[src/rtl/aes_out_serializer.sv]
// aes_out_serializer
//   Receive-side companion to the aes core. Captures 128-bit result blocks
//   from the core's non-backpressurable o_data/o_data_valid strobe, buffers
//   them in a DEPTH-entry FIFO, and streams them out one byte at a time over
//   a valid/ready handshake.
//
// Parameters
//   DEPTH     : FIFO depth in blocks (power of 2, >= 2)
//   MSB_FIRST : 1 = bits [127:120] go out first, 0 = bits [7:0] go out first
//
// Ports
//   clk, reset_n   : clock (rising edge), asynchronous active-low reset
//   i_data         : result block from the core
//   i_data_valid   : one-cycle strobe qualifying i_data
//   i_flush        : synchronous flush of FIFO and serializer (top priority)
//   o_full         : FIFO occupancy == DEPTH (registered)
//   o_level        : FIFO occupancy, excluding the block being serialized
//   o_byte         : output byte
//   o_byte_valid   : o_byte is valid
//   i_byte_ready   : downstream accepts o_byte
//   o_overflow     : sticky "a block was dropped"        (AES_OUT_STATUS_EN)
//   o_drop_cnt     : saturating dropped-block count      (AES_OUT_STATUS_EN)
//
// Build option
//   AES_OUT_STATUS_EN : when defined, adds o_overflow / o_drop_cnt.
module aes_out_serializer #(
  parameter int DEPTH     = 4,
  parameter bit MSB_FIRST = 1'b1
) (
  input  logic                     clk,
  input  logic                     reset_n,
  input  logic [127:0]             i_data,
  input  logic                     i_data_valid,
  input  logic                     i_flush,
  output logic                     o_full,
  output logic [$clog2(DEPTH):0]   o_level,
  output logic [7:0]               o_byte,
  output logic                     o_byte_valid,
`ifdef AES_OUT_STATUS_EN
  output logic                     o_overflow,
  output logic [7:0]               o_drop_cnt,
`endif
  input  logic                     i_byte_ready
);

  localparam int AW = $clog2(DEPTH);
  localparam int LW = AW + 1;

  typedef enum logic {IDLE = 1'b0, SEND = 1'b1} state_t;

  logic [127:0]  mem [DEPTH];
  logic [AW-1:0] wptr, rptr;
  logic [LW-1:0] level, level_nxt;
  state_t        state;
  logic [127:0]  shreg;
  logic [3:0]    idx;

  logic empty, full, xfer, pop, push;

  assign empty = (level == '0);
  assign full  = (level == LW'(DEPTH));
  assign xfer  = o_byte_valid && i_byte_ready;

  // The serializer takes a new block when idle, or when the last byte of
  // the current block is accepted (keeps bytes back-to-back).
  assign pop  = !i_flush && !empty &&
                ((state == IDLE) || (xfer && idx == 4'd15));
  // A full FIFO still accepts a block if a slot frees in the same cycle.
  assign push = !i_flush && i_data_valid && (!full || pop);

  assign o_level = level;
  assign o_byte  = MSB_FIRST ? shreg[127:120] : shreg[7:0];

  always_comb begin
    level_nxt = level;
    if (i_flush)             level_nxt = '0;
    else if (push && !pop)   level_nxt = level + LW'(1);
    else if (pop && !push)   level_nxt = level - LW'(1);
  end

  // Storage array carries no reset; validity is tracked by level/pointers.
  always_ff @(posedge clk) begin
    if (push) mem[wptr] <= i_data;
  end

  always_ff @(posedge clk or negedge reset_n) begin
    if (!reset_n) begin
      wptr   <= '0;
      rptr   <= '0;
      level  <= '0;
      o_full <= 1'b0;
    end else begin
      if (i_flush) begin
        wptr <= '0;
        rptr <= '0;
      end else begin
        if (push) wptr <= wptr + AW'(1);
        if (pop)  rptr <= rptr + AW'(1);
      end
      level  <= level_nxt;
      o_full <= (level_nxt == LW'(DEPTH));
    end
  end

  // Serializer: the current byte always sits at the output end of shreg;
  // each accepted byte shifts the next one into place.
  always_ff @(posedge clk or negedge reset_n) begin
    if (!reset_n) begin
      state        <= IDLE;
      shreg        <= '0;
      idx          <= '0;
      o_byte_valid <= 1'b0;
    end else if (i_flush) begin
      state        <= IDLE;
      idx          <= '0;
      o_byte_valid <= 1'b0;
    end else begin
      case (state)
        IDLE: begin
          if (pop) begin
            shreg        <= mem[rptr];
            idx          <= '0;
            state        <= SEND;
            o_byte_valid <= 1'b1;
          end
        end
        SEND: begin
          if (xfer) begin
            if (idx == 4'd15) begin
              idx <= '0;
              if (pop) begin
                shreg <= mem[rptr];
              end else begin
                state        <= IDLE;
                o_byte_valid <= 1'b0;
              end
            end else begin
              idx   <= idx + 4'd1;
              shreg <= MSB_FIRST ? {shreg[119:0], 8'h00} : {8'h00, shreg[127:8]};
            end
          end
        end
        default: begin
          state        <= IDLE;
          o_byte_valid <= 1'b0;
        end
      endcase
    end
  end

`ifdef AES_OUT_STATUS_EN
  logic drop;
  assign drop = !i_flush && i_data_valid && full && !pop;

  // Flush clears the status even when it coincides with a drop.
  always_ff @(posedge clk or negedge reset_n) begin
    if (!reset_n) begin
      o_overflow <= 1'b0;
      o_drop_cnt <= '0;
    end else if (i_flush) begin
      o_overflow <= 1'b0;
      o_drop_cnt <= '0;
    end else if (drop) begin
      o_overflow <= 1'b1;
      if (o_drop_cnt != 8'hff) o_drop_cnt <= o_drop_cnt + 8'd1;
    end
  end
`endif

endmodule
[config.mk]
export PLATFORM = sky130hd
export DESIGN_NAME = aes_out_serializer
export DESIGN_NICKNAME = d
export VERILOG_FILES = /design/src/rtl/aes_out_serializer.sv
export SDC_FILE = /design/constraint.sdc
export NUM_CORES = 1
export LEC_CHECK = 0
export ABC_AREA = 1
export ABC_CLOCK_PERIOD_IN_PS = 10050
export BUFFER_PORTS_ARGS = -buffer_cell sky130_fd_sc_hd__buf_2
export CAP_MARGIN = 0
export CORE_MARGIN = 4
export CORE_UTILIZATION = 55
export CTS_CLUSTER_SIZE = 8
export DETAILED_ROUTE_END_ITERATION = 10
export PLACE_DENSITY = 0.73
export SLEW_MARGIN = 20
export SYNTH_ARGS = -nofsm -noshare
export SYNTH_HDL_FRONTEND = slang
export SYNTH_SLANG_ARGS = --single-unit
export TNS_END_PERCENT = 50
[constraint.sdc]
create_clock -name clk -period 10.05 [get_ports clk]
set_clock_uncertainty 0.15 [all_clocks]
set_input_delay 2.01 -clock clk [delete_from_list [all_inputs] [get_ports clk]]
set_output_delay 2.01 -clock clk [all_outputs]
set_load 0.02 [all_outputs]
### Word-level counts from Yosys, hierarchy flattened

Memories as Yosys holds them, arrays and structs flattened.
Cells that the tools add are included.
W data, S select, Z words.

| word-level totals | value |
|---|---|
| register bits after elaboration | 142 |
| memory bits (writable) | 512 |
| input bits | 133 |
| output and inout port bits | 13 |
| word-level logic and storage cells | 74 |
| memories kept | 1 |

| cells by class | value |
|---|---|
| $add $sub $neg | 5 |
| equal/unequal tests | 8 |
| mux-type cells | 29 |
| bitwise operators | 2 |
| reductions and logical operators | 21 |

Memories:

| memory | depth | width | read ports | clocked after memory_dff | wr ports | RTL line | source |
|---|---|---|---|---|---|---|---|
| mem | 4 | 128 | 1 | 0 | 1 | 51 | `logic [127:0] mem [DEPTH];` |

Operators with widths:

| kind | number |
|---|---|
| $mux W128 | 3 |
| $pmux W128 S2 | 1 |
| $mux W4 | 4 |
| $mux W1 | 11 |
| $mux W3 | 3 |
| $logic_and A1 B1 Y1 | 8 |
| $mux W2 | 4 |
| $pmux W4 S2 | 1 |
| $eq A3 B3 Y1 const B | 2 |
| $ne A3 B2 Y1 const B | 2 |
| $ne A3 B3 Y1 const B | 2 |
| $logic_not A1 Y1 | 5 |
| $add A2 B1 Y2 const B | 2 |
| $add A4 B1 Y4 const B | 1 |
| $eq A4 B4 Y1 const B | 1 |
| $pmux W1 S2 | 2 |
| $reduce_and A2 Y1 | 2 |
| $reduce_and A4 Y1 | 1 |
| $reduce_bool A2 Y1 | 2 |
| $add A3 B1 Y3 const B | 1 |
| $logic_not A3 Y1 | 1 |
| $sub A3 B1 Y3 const B | 1 |
| $logic_or A1 B1 Y1 | 2 |
| $ne A2 B1 Y1 const B | 1 |
| $not A1 Y1 | 2 |

### Logic depth before layout (Yosys ltp)

Gate-level depths: netlist of run 1.

| logic depth | value |
|---|---|
| depth after elaboration | 12 |
| mapped depth | 13 |
| gate-level depth less buffers | 13 |

### Least setup slack after synthesis of run 1

No wires, ideal clock.

| timing | value |
|---|---|
| kind | input port to flip-flop |
| start point | in i_byte_ready |
| end point | mem mem[0][0] (enable) |
| library setup time | 617 ps |
| arrival | 7918 ps |
| required time | 9283 ps |
| slack | 1364 ps |
| stages on the path | 6 |
| path buffers | 0 |
| path through | nand2_1 > nand2_1 > nand3_1 > nand3_1 > nand2_1 > nor2_1 |

| on the way | value |
|---|---|
| cells in the longest elaborated chain, start to end | 8 |

Ends and longest elaborated chain:

| item | RTL line | source |
|---|---|---|
| from (decl) | 43 | `input logic i_byte_ready` |
| $logic_and A1 B1 Y1 | 62 | `assign xfer = o_byte_valid && i_byte_ready;` |
| $logic_and A1 B1 Y1 | 67 | `((state == IDLE) \|\| (xfer && idx == 4'd15));` |
| $logic_or A1 B1 Y1 | 67 |  |
| $logic_and A1 B1 Y1 | 66 | `assign pop = !i_flush && !empty &&` |
| $logic_or A1 B1 Y1 | 69 | `assign push = !i_flush && i_data_valid && (!full \|\| pop);` |
| $logic_and A1 B1 Y1 | 69 |  |
| $mux W1 | 83 | `if (push) mem[wptr] <= i_data;` |
| $mux W1 (not written as such) | 83 |  |
| to (decl) | 51 |  |

Every way passes these cells.

### Final worst setup path of run 1

| timing | value |
|---|---|
| start point | in i_flush |
| end point | reg shreg[74] |

| on the way | value |
|---|---|
| cells in the longest elaborated chain, start to end | 7 |
| elaborated cells between the ends (all ways) | 9 |
| those cells by class | mux: 4; bitwise: 1; reduce/logical: 4 |

Ends and longest elaborated chain:

| item | RTL line | source |
|---|---|---|
| from (decl) | 34 | `input logic i_flush,` |
| $logic_not A1 Y1 | 66 |  |
| $logic_and A1 B1 Y1 (2 in series) | 66 |  |
| $mux W128 (3 in series) | n/a |  |
| $pmux W128 S2 | n/a |  |
| to (signal assigned) | 121 | `shreg <= mem[rptr];` |
| to (signal assigned) | 132 | `shreg <= mem[rptr];` |
| to (signal assigned) | 139 | `shreg <= MSB_FIRST ? {shreg[119:0], 8'h00} : {8'h00, shreg[127:8]};` |
| to (decl) | 55 | `logic [127:0] shreg;` |

Several ways; a longest one is shown, not always the timed one. The select of a mux whose other input is x is not followed.
A chain may end at the register's enable or synchronous reset.

==> results of run 1 <==
## path summary, 6_finish.rpt
path | endpoint | slack [ns]
worst max register to register | mem[3][86] | 5.75
worst min-delay path | o_byte_valid | 0.35
worst max-delay path | shreg[74] | 5.71
min in group asynchronous | o_full | 1.33
worst min register to register | o_byte_valid | 0.35
max in group asynchronous | shreg[69] | 7.12
## cell type report
| class | instances | area (µm²) | share of cell area (%) |
|---|---|---|---|
| multi-input combinational | 1109 | 5460 | 18.9 |
| timing repair buffer | 160 | 907 | 3.15 |
| sequential | 654 | 18900 | 65.7 |
| inverter | 33 | 136 | 0.473 |
| clock inverter | 2 | 17.5 | 0.0608 |
| tap | 600 | 751 | 2.61 |
| antenna | 4 | 10.0 | 0.0347 |
| clock buffer | 166 | 2600 | 9.03 |
## power by group
group          switching (mW)  internal [mW]
registers               0.217           3.28
logic                   0.889          0.445
clock network            1.08           1.72
## logic make-up after synthesis
logic type	after synthesis	synth area share, %
flip-flops	654	75.1
AO/OA/AOI/OAI	643	14.0
AND/OR/NAND/NOR	454	6.90
buffers and inverters	181	3.41
adder cells (fa/ha/maj)	8	0.397
XOR/XNOR	4	0.139
## flip-flops by register name, indices dropped and copies added (netlist names)
| name | count |
|---|---|
| idx | 4 |
| mem | 512 |
| o_byte_valid | 1 |
| o_full | 1 |
| o_level | 3 |
| rptr | 2 |
| shreg | 128 |
| state | 1 |
| wptr | 2 |
## through the flow
step           total power [mW]  worst slack, ns  utilization, %  cells  instance area, µm²
6_report                   7.63             5.71            63.6   2728               28800
5_1_grt                    7.97             5.38            63.6   2725               28800
4_1_cts                    7.66             5.67            63.6   2724               28800
3_5_place_dp               4.86             5.13            57.8   2556               26200
3_3_place_gp               4.80             4.78            57.8   2555               26200
2_1_floorplan              4.45             1.36               -   1944               25200
## worst reg2reg max path, delay by kind of cell, from the launching register on
family	cells	cell delay (ns)
adder cells (fa/ha/maj)	1	0.18
buffers and inverters	2	0.91
flip-flops	1	0.37
AND/OR/NAND/NOR	6	2.30
## placed cells by master (no fill, tap or decap), drive strengths merged, types with 4 or more instances in the layout
cell type    n
edfxtp     512
nor2       391
o21ai      270
o22ai      248
clkbuf     166
buf        160
dfrtp      142
a21oi      122
nand2       49
inv         35
nand3       12
ha           8
diode        4
## routing by layer
metal / wire, µm / up-vias
met5: 41 / -
met4: 1250 / 6
met3: 4370 / 111
met2: 29300 / 713
met1: 23900 / 8280
li1: - / 7425
==> impl_metrics.tcl, run 1 <==
set metrics [dict create \
    crit_family "buffers and inverters" \
    yosys_most_used_dff "edfxtp_1" \
    yosys.area.top_type "edfxtp_1" \
    required_ns 10.41 \
    hold_buffers 0 \
    finalSetupTns_ns 0 \
    die_area_um2 49300 \
    clkLatencyLatePin_ns 0.61 \
    cp.depth 7 \
    drv_slew 0 \
    syn_nets 2085 \
    reg2reg_depth 9 \
    htreeDepth 3 \
    nFillCells 3321 \
    yosys_warnings 0 \
    cp_slowest_cell "buf_4" \
    ys_ff_latch 654 \
    path_max_fanout 96 \
    globalRouteMet3Util_pct 4.40 \
    syn-cell-area_um2 25200 \
    worstMarginPinSlew_ns 1.12 \
    synthTopCellsByArea "edfxtp_1, dfrtp_1, o22ai_1" \
    routed_via_density 6.06 \
    max_stage_delay_ns 0.93 \
    synth.most_common_cell "edfxtp_1" \
    firstDrtPassIters 5 \
    worstHoldStart "o_byte_valid" \
    grt_max_degree 257 \
    io_pins 146 \
    synthDistinctLibCells 27 \
    hold_violations 0 \
    drc_errors 0 \
    grt.total_usage_pct 23.7 \
    portBuffers 145 \
    hp-class "reg -> reg" \
    syn_to_final_growth_pct 14.4 \
    cts_resized 0 \
    globalplace.congestion 0.769 \
    end_kind "register" \
    post_cts_buffers 0 \
    status "completed" \
    dr_total_vias 16500 \
    synth_edf_count 512 \
    clock_path_buffers 3 \
    fin_nets 2190 \
    arrival_ns 4.70 \
    floorplan.initialDensity_pct 55.6 \
    path_clk_slew_ns 0.05 \
    drt_wl_total_um 58800 \
    worstPathCellList "buf_2 > inv_2 > nand2_1 > a21oi_4 > buf_4 > nor2_1 > a21oi_1" \
    wl_per_cell_um 21.6 \
    grt_pass1_wl_um 93100 \
    die_y_um 222 \
    ant_nets 0 \
    first_iter_violations 1837 \
    maxCapViolCount 0 \
    whs_path_depth 2 \
    fin_crit_ns 4.34 \
    slew_headroom_pct 25.3 \
    ctsRootBufferMaster "clkbuf_16" \
    syn_area_per_cell_um2 13.0 \
    core_area_um2 45300 \
    fmax_mhz 230 \
    drive_gt1_share_pct 12.7 \
    met2_usage_pct 39.2 \
    netlist_top_cells_count "edfxtp_1, nor2_1, o21ai_0" \
    hold_ws_ns 0.350 \
    synthArstFlopShare_pct 21.7 \
    gr-usage-met1_pct 32.3 \
    synthCells 1944 \
    p_leak_nw 10.1 \
    critPathLaunchType "primary input" \
    period_share_pct 43.2 \
    cts_made_buffers 91 \
    finalSetupViolations 0 \
    crit_buf_inv 3 \
    synth.top_cell.area_share_pct 61.0 \
    worstReg2RegStart "idx[1]" \
    clock_sinks 654 \
    yosysSeqAreaShare_pct 75.1 \
    startpoint "i_flush" \
    antenna_found_initial 6 \
    rsz0062_at_grt "false" \
    path_class "in -> reg" \
    irDropWorstVdd_uv 157 \
    rows 78 \
    overflow 0 \
    chipWidth_um 222 \
    cts_tree "yes" \
    grt_pass1_vias 16800 \
    top_usage_layer "met2" \
    hpwl_um 30100 \
    power_density_nw_per_um2 265 \
]
No activity file was read; power rests on OpenSTA's default activity.
==> inputs of run 2 (changes only) <==
--- a/config.mk
+++ b/config.mk
@@ -6,7 +6,7 @@
 export NUM_CORES = 1
 export LEC_CHECK = 0
 export ABC_AREA = 1
-export ABC_CLOCK_PERIOD_IN_PS = 10050
+export ABC_CLOCK_PERIOD_IN_PS = 4500
 export BUFFER_PORTS_ARGS = -buffer_cell sky130_fd_sc_hd__buf_2
 export CAP_MARGIN = 0
 export CORE_MARGIN = 4
==> constraint.sdc (replaced) <==
create_clock -name clk -period 4.5 [get_ports clk]
set_clock_uncertainty 0.15 [all_clocks]
set_input_delay 0.9 -clock clk [delete_from_list [all_inputs] [get_ports clk]]
set_output_delay 0.9 -clock clk [all_outputs]
set_load 0.02 [all_outputs]
==> impl_metrics.tcl, run 2 (same netlist as run 1, synthesis figures left out) <==
set metrics [dict create \
    status "completed" \
    path_class "reg -> reg" \
    cts_resized 0 \
    grt_pass1_vias 16600 \
    power_density_nw_per_um2 590 \
    clock_sinks 654 \
    die_area_um2 49300 \
    ctsRootBufferMaster "clkbuf_16" \
    path_max_fanout 44 \
    path_clk_slew_ns 0.05 \
    finalSetupViolations 0 \
    post-place-cells 2565 \
    end_kind "register" \
    wl_met2_um 29600 \
    rows 78 \
    critical_path.most_common_cell "nand3_1" \
    required_ns 4.59 \
    chipWidth_um 222 \
    final_common_cell "edfxtp_1" \
    first_iter_violations 1795 \
    p_leak_nw 10.2 \
    grt_max_degree 258 \
    io_pins 146 \
    routed_via_density 6.06 \
    ant_nets 0 \
    hold_violations 0 \
    drt_wl_total_um 59100 \
    maxCapViolCount 0 \
    fin_area_um2 29100 \
    critPathLaunchType "register" \
    worst_slack_ns 1.26 \
    antenna_found_initial 10 \
    globalplace.congestion 0.775 \
    cp_slowest_cell "buf_4" \
    drive_gt1_share_pct 13.3 \
    slew_headroom_pct 17.6 \
    fin_crit_ns 3.24 \
    dr_wl_met3_um 4220 \
    arrival_ns 3.32 \
    grt.total_usage_pct 23.6 \
    portBuffers 145 \
    layout_common_cells "edfxtp_1, nor2_1, o21ai_0" \
    drv_slew 0 \
    drc_errors 0 \
    hold_buffers 0 \
    cts_tree "yes" \
    hp-class "in -> async" \
    hold_ws_ns 0.148 \
    clkLatencyLatePin_ns 0.63 \
    grt_pass1_wl_um 91700 \
    die_y_um 222 \
    nFillCells 3250 \
    overflow 0 \
    dr_total_vias 16600 \
    irDropWorstVdd_uv 346 \
    rsz0062_at_grt "false" \
    largest_register "mem" \
    top_layer_used "met5" \
    place_area_um2 26400 \
    worstMarginPinSlew_ns 1.24 \
    firstDrtPassIters 5 \
    max_stage_delay_ns 0.56 \
    fmax_mhz 309 \
    htreeDepth 3 \
    largest_registers "mem: 512 flops, shreg: 128 flops, idx: 4 flops" \
    clock_path_buffers 3 \
    worstPathCellList "ha_1 > nand3_1 > nand2_4 > nand3_1 > nand3_1 > nand2_1 > nor2_4 > buf_4" \
    fin_nets 2199 \
    floorplan.initialDensity_pct 55.6 \
    wirelength_met1_um 23800 \
    layoutNonFillerInstCount 2740 \
    syn_to_final_growth_pct 15.3 \
    cts_made_buffers 91 \
    post_cts_buffers 0 \
    largest_reg_flops 512 \
    hpwl_um 31200 \
    total_power_mw 17.2 \
    dp_worst_setup_slack_ns 1.24 \
    wl_per_cell_um 21.6 \
    core_area_um2 45300 \
    period_share_pct 71.9 \
]
==> run 2: cell count changes in the layout (fill, tap and decap cells not counted) <==
cell	change
buf_4	-1
inv_8	-1
clkinv_8	+2
inv_6	+2
diode_2	+2
buf_12	+10
clkbuf_8	+1
clkbuf_1	-3
==> run 2: final cells by class <==
type | count | area, µm² | share of cell area, %
multi-input combinational | 1109 | 5460 | 18.8
timing repair buffer | 169 | 1100 | 3.79
clock buffer | 164 | 2600 | 8.96
sequential | 654 | 18900 | 65.2
tap | 600 | 751 | 2.58
clock inverter | 5 | 58.8 | 0.202
inverter | 33 | 134 | 0.461
antenna | 6 | 15.0 | 0.0517
==> run 2: stage by stage <==
step | setup TNS, ns | utilization, %
2_1_floorplan | -490.01 | -
3_3_place_gp | 0 | 58.3
3_5_place_dp | 0 | 58.3
4_1_cts | 0 | 64.1
5_1_grt | 0 | 64.2
6_report | 0 | 64.2
==> run 2: critical path, delay by kind of cell (launching register included) <==
kind / cells / cell delay (ns)
buf+inv: 1 / 0.56
simple gates: 6 / 1.57
fa+ha+maj: 1 / 0.17
flops: 1 / 0.36
==> run 2: path summary, 6_finish.rpt <==
path / start / end / slack (ns) / cells past startpoint
max reg2reg: idx[1] / mem[0][62] / 1.26 / 8
max in group asynchronous: reset_n / shreg[11] / 3.11 / 2
max: idx[1] / mem[0][62] / 1.26 / 8
min reg2reg: shreg[0] / shreg[0] / 0.36 / 2
min in group clk: i_data[84] / mem[0][84] / 0.34 / 1
min: reset_n / o_full / 0.15 / 1
==> run 2: report_power, final <==
part	internal [mW]	leakage, nW	switching [mW]
clock network	3.87	1.26	2.41
logic	1.04	2.76	2.04
registers	7.32	6.18	0.472
total	12.2	10.2	4.92
==> run 2: per-layer routing <==
| layer | vias up | GRT usage [%] |
|---|---|---|
| met1 | 8316 | 31.7 |
| met4 | 4 | 8.12 |
| met5 | - | 0 |
| met3 | 107 | 4.36 |
| met2 | 725 | 39.3 |
| li1 | 7440 | - |
==> inputs of run 3 (changes only) <==
--- a/config.mk
+++ b/config.mk
@@ -6,7 +6,7 @@
 export NUM_CORES = 1
 export LEC_CHECK = 0
 export ABC_AREA = 1
-export ABC_CLOCK_PERIOD_IN_PS = 4500
+export ABC_CLOCK_PERIOD_IN_PS = 3300
 export BUFFER_PORTS_ARGS = -buffer_cell sky130_fd_sc_hd__buf_2
 export CAP_MARGIN = 0
 export CORE_MARGIN = 4
==> constraint.sdc (replaced) <==
create_clock -name clk -period 3.3 [get_ports clk]
set_clock_uncertainty 0.15 [all_clocks]
set_input_delay 0.66 -clock clk [delete_from_list [all_inputs] [get_ports clk]]
set_output_delay 0.66 -clock clk [all_outputs]
set_load 0.02 [all_outputs]
==> impl_metrics.tcl, run 3 (same netlist as run 1, synthesis figures left out) <==
set metrics [dict create \
    io_pins 146 \
    end_kind "register" \
    clock_path_buffers 3 \
    drv_slew 0 \
    arrival_ns 2.59 \
    core_area_um2 45300 \
    total_power_mw 23.5 \
    finalSetupViolations 0 \
    place_area_um2 26500 \
    irDropWorstVdd_uv 532 \
    largest_reg_flops 512 \
    grt.total_usage_pct 23.8 \
    dr_total_vias 16600 \
    grt_max_degree 131 \
    worstMarginPinSlew_ns 0.908 \
    status "completed" \
    cts_made_buffers 91 \
    portBuffers 145 \
    die_y_um 222 \
    path_class "reg -> reg" \
    slew_headroom_pct 39.5 \
    hold_ws_ns 0.113 \
    routed_via_density 6.02 \
    clock_sinks 654 \
    ctsRootBufferMaster "clkbuf_16" \
    fin_crit_ns 2.51 \
    largest_register "mem" \
    layout_common_cells "edfxtp_1, nor2_1, o21ai_0" \
    floorplan.initialDensity_pct 55.6 \
    period_share_pct 76.0 \
    syn_to_final_growth_pct 16.0 \
    required_ns 3.39 \
    hpwl_um 31900 \
    rows 78 \
    p_leak_nw 10.3 \
    maxCapViolCount 0 \
    crit_buf_inv 1 \
    fmax_mhz 399 \
    hold_buffers 1 \
    grt_pass1_wl_um 92900 \
    largest_registers "mem: 512 flops, shreg: 128 flops, idx: 4 flops" \
    antenna_found_initial 6 \
    power_density_nw_per_um2 802 \
    hold_violations 0 \
    max_stage_delay_ns 0.40 \
    wl_per_cell_um 21.7 \
    ant_nets 0 \
    path_max_fanout 76 \
    fin_area_um2 29200 \
    die_area_um2 49300 \
    drt_wl_total_um 59500 \
    cts_tree "yes" \
    finalSetupTns_ns 0 \
    final_common_cell "edfxtp_1" \
    path_clk_slew_ns 0.05 \
    first_iter_violations 1497 \
    clkLatencyLatePin_ns 0.61 \
    worstPathCellList "ha_1 > nand3_1 > nand2_4 > nand3_2 > nand3_2 > nand2_4 > nor2_4 > buf_12" \
    multiInputGateArea_um2 5490 \
    drc_errors 0 \
    globalplace.congestion 0.779 \
    nFillCells 3312 \
    grt_pass1_vias 16800 \
    rrSetupSlack_ns 0.79 \
    post-route-util_pct 64.6 \
    overflow 0 \
    hp-class "in -> reg" \
    critPathLaunchType "register" \
    ff_latch_area_um2 18900 \
    cp_slowest_cell "buf_12" \
    crit_family "simple AND/OR/NAND/NOR gates" \
    chipWidth_um 222 \
    fin_nets 2208 \
    htreeDepth 3 \
    cts_resized 0 \
    firstDrtPassIters 5 \
    post_cts_buffers 0 \
    rsz0062_at_grt "false" \
    drive_gt1_share_pct 13.9 \
]
## run 3: worst paths after layout
check,from,end,cells after the start
min in group asynchronous,reset_n,idx[3],2
min,i_data[123],mem[2][123],1
max in group asynchronous,reset_n,shreg[98],3
max reg2reg,idx[1],mem[2][93],8
max,idx[1],mem[2][93],8
min reg2reg,o_byte_valid,o_byte_valid,2
## run 3: cell type report
cell class	count	share of cell area [%]
well taps	600	2.57
diodes	2	0.0171
multi-input cells	1109	18.8
flip-flops and latches	654	64.8
clock inverters	4	0.197
repair buffers	178	4.22
clock buffers	168	9.00
inverters	33	0.458
## run 3: stage by stage
step | std cells | worst slack [ns]
2_1_floorplan | 1944 | -0.450
3_3_place_gp | 2573 | 0.791
3_5_place_dp | 2573 | 0.745
4_1_cts | 2746 | 0.812
5_1_grt | 2747 | 0.679
6_report | 2748 | 0.793
## run 3: report_power, final
part | switching (mW) | total (mW) | internal [mW]
logic | 2.76 | 4.22 | 1.46
clock network | 3.30 | 8.61 | 5.32
registers | 0.648 | 10.6 | 9.98
total | 6.70 | 23.5 | 16.8
## run 3: metal layers
metal | GRT usage (%) | wire (µm) | up-vias
li1 | - | - | 7458
met4 | 7.14 | 1210 | 4
met5 | 0 | 27 | -
met3 | 3.83 | 4300 | 109
met2 | 39.9 | 30000 | 701
met1 | 32.6 | 24000 | 8280
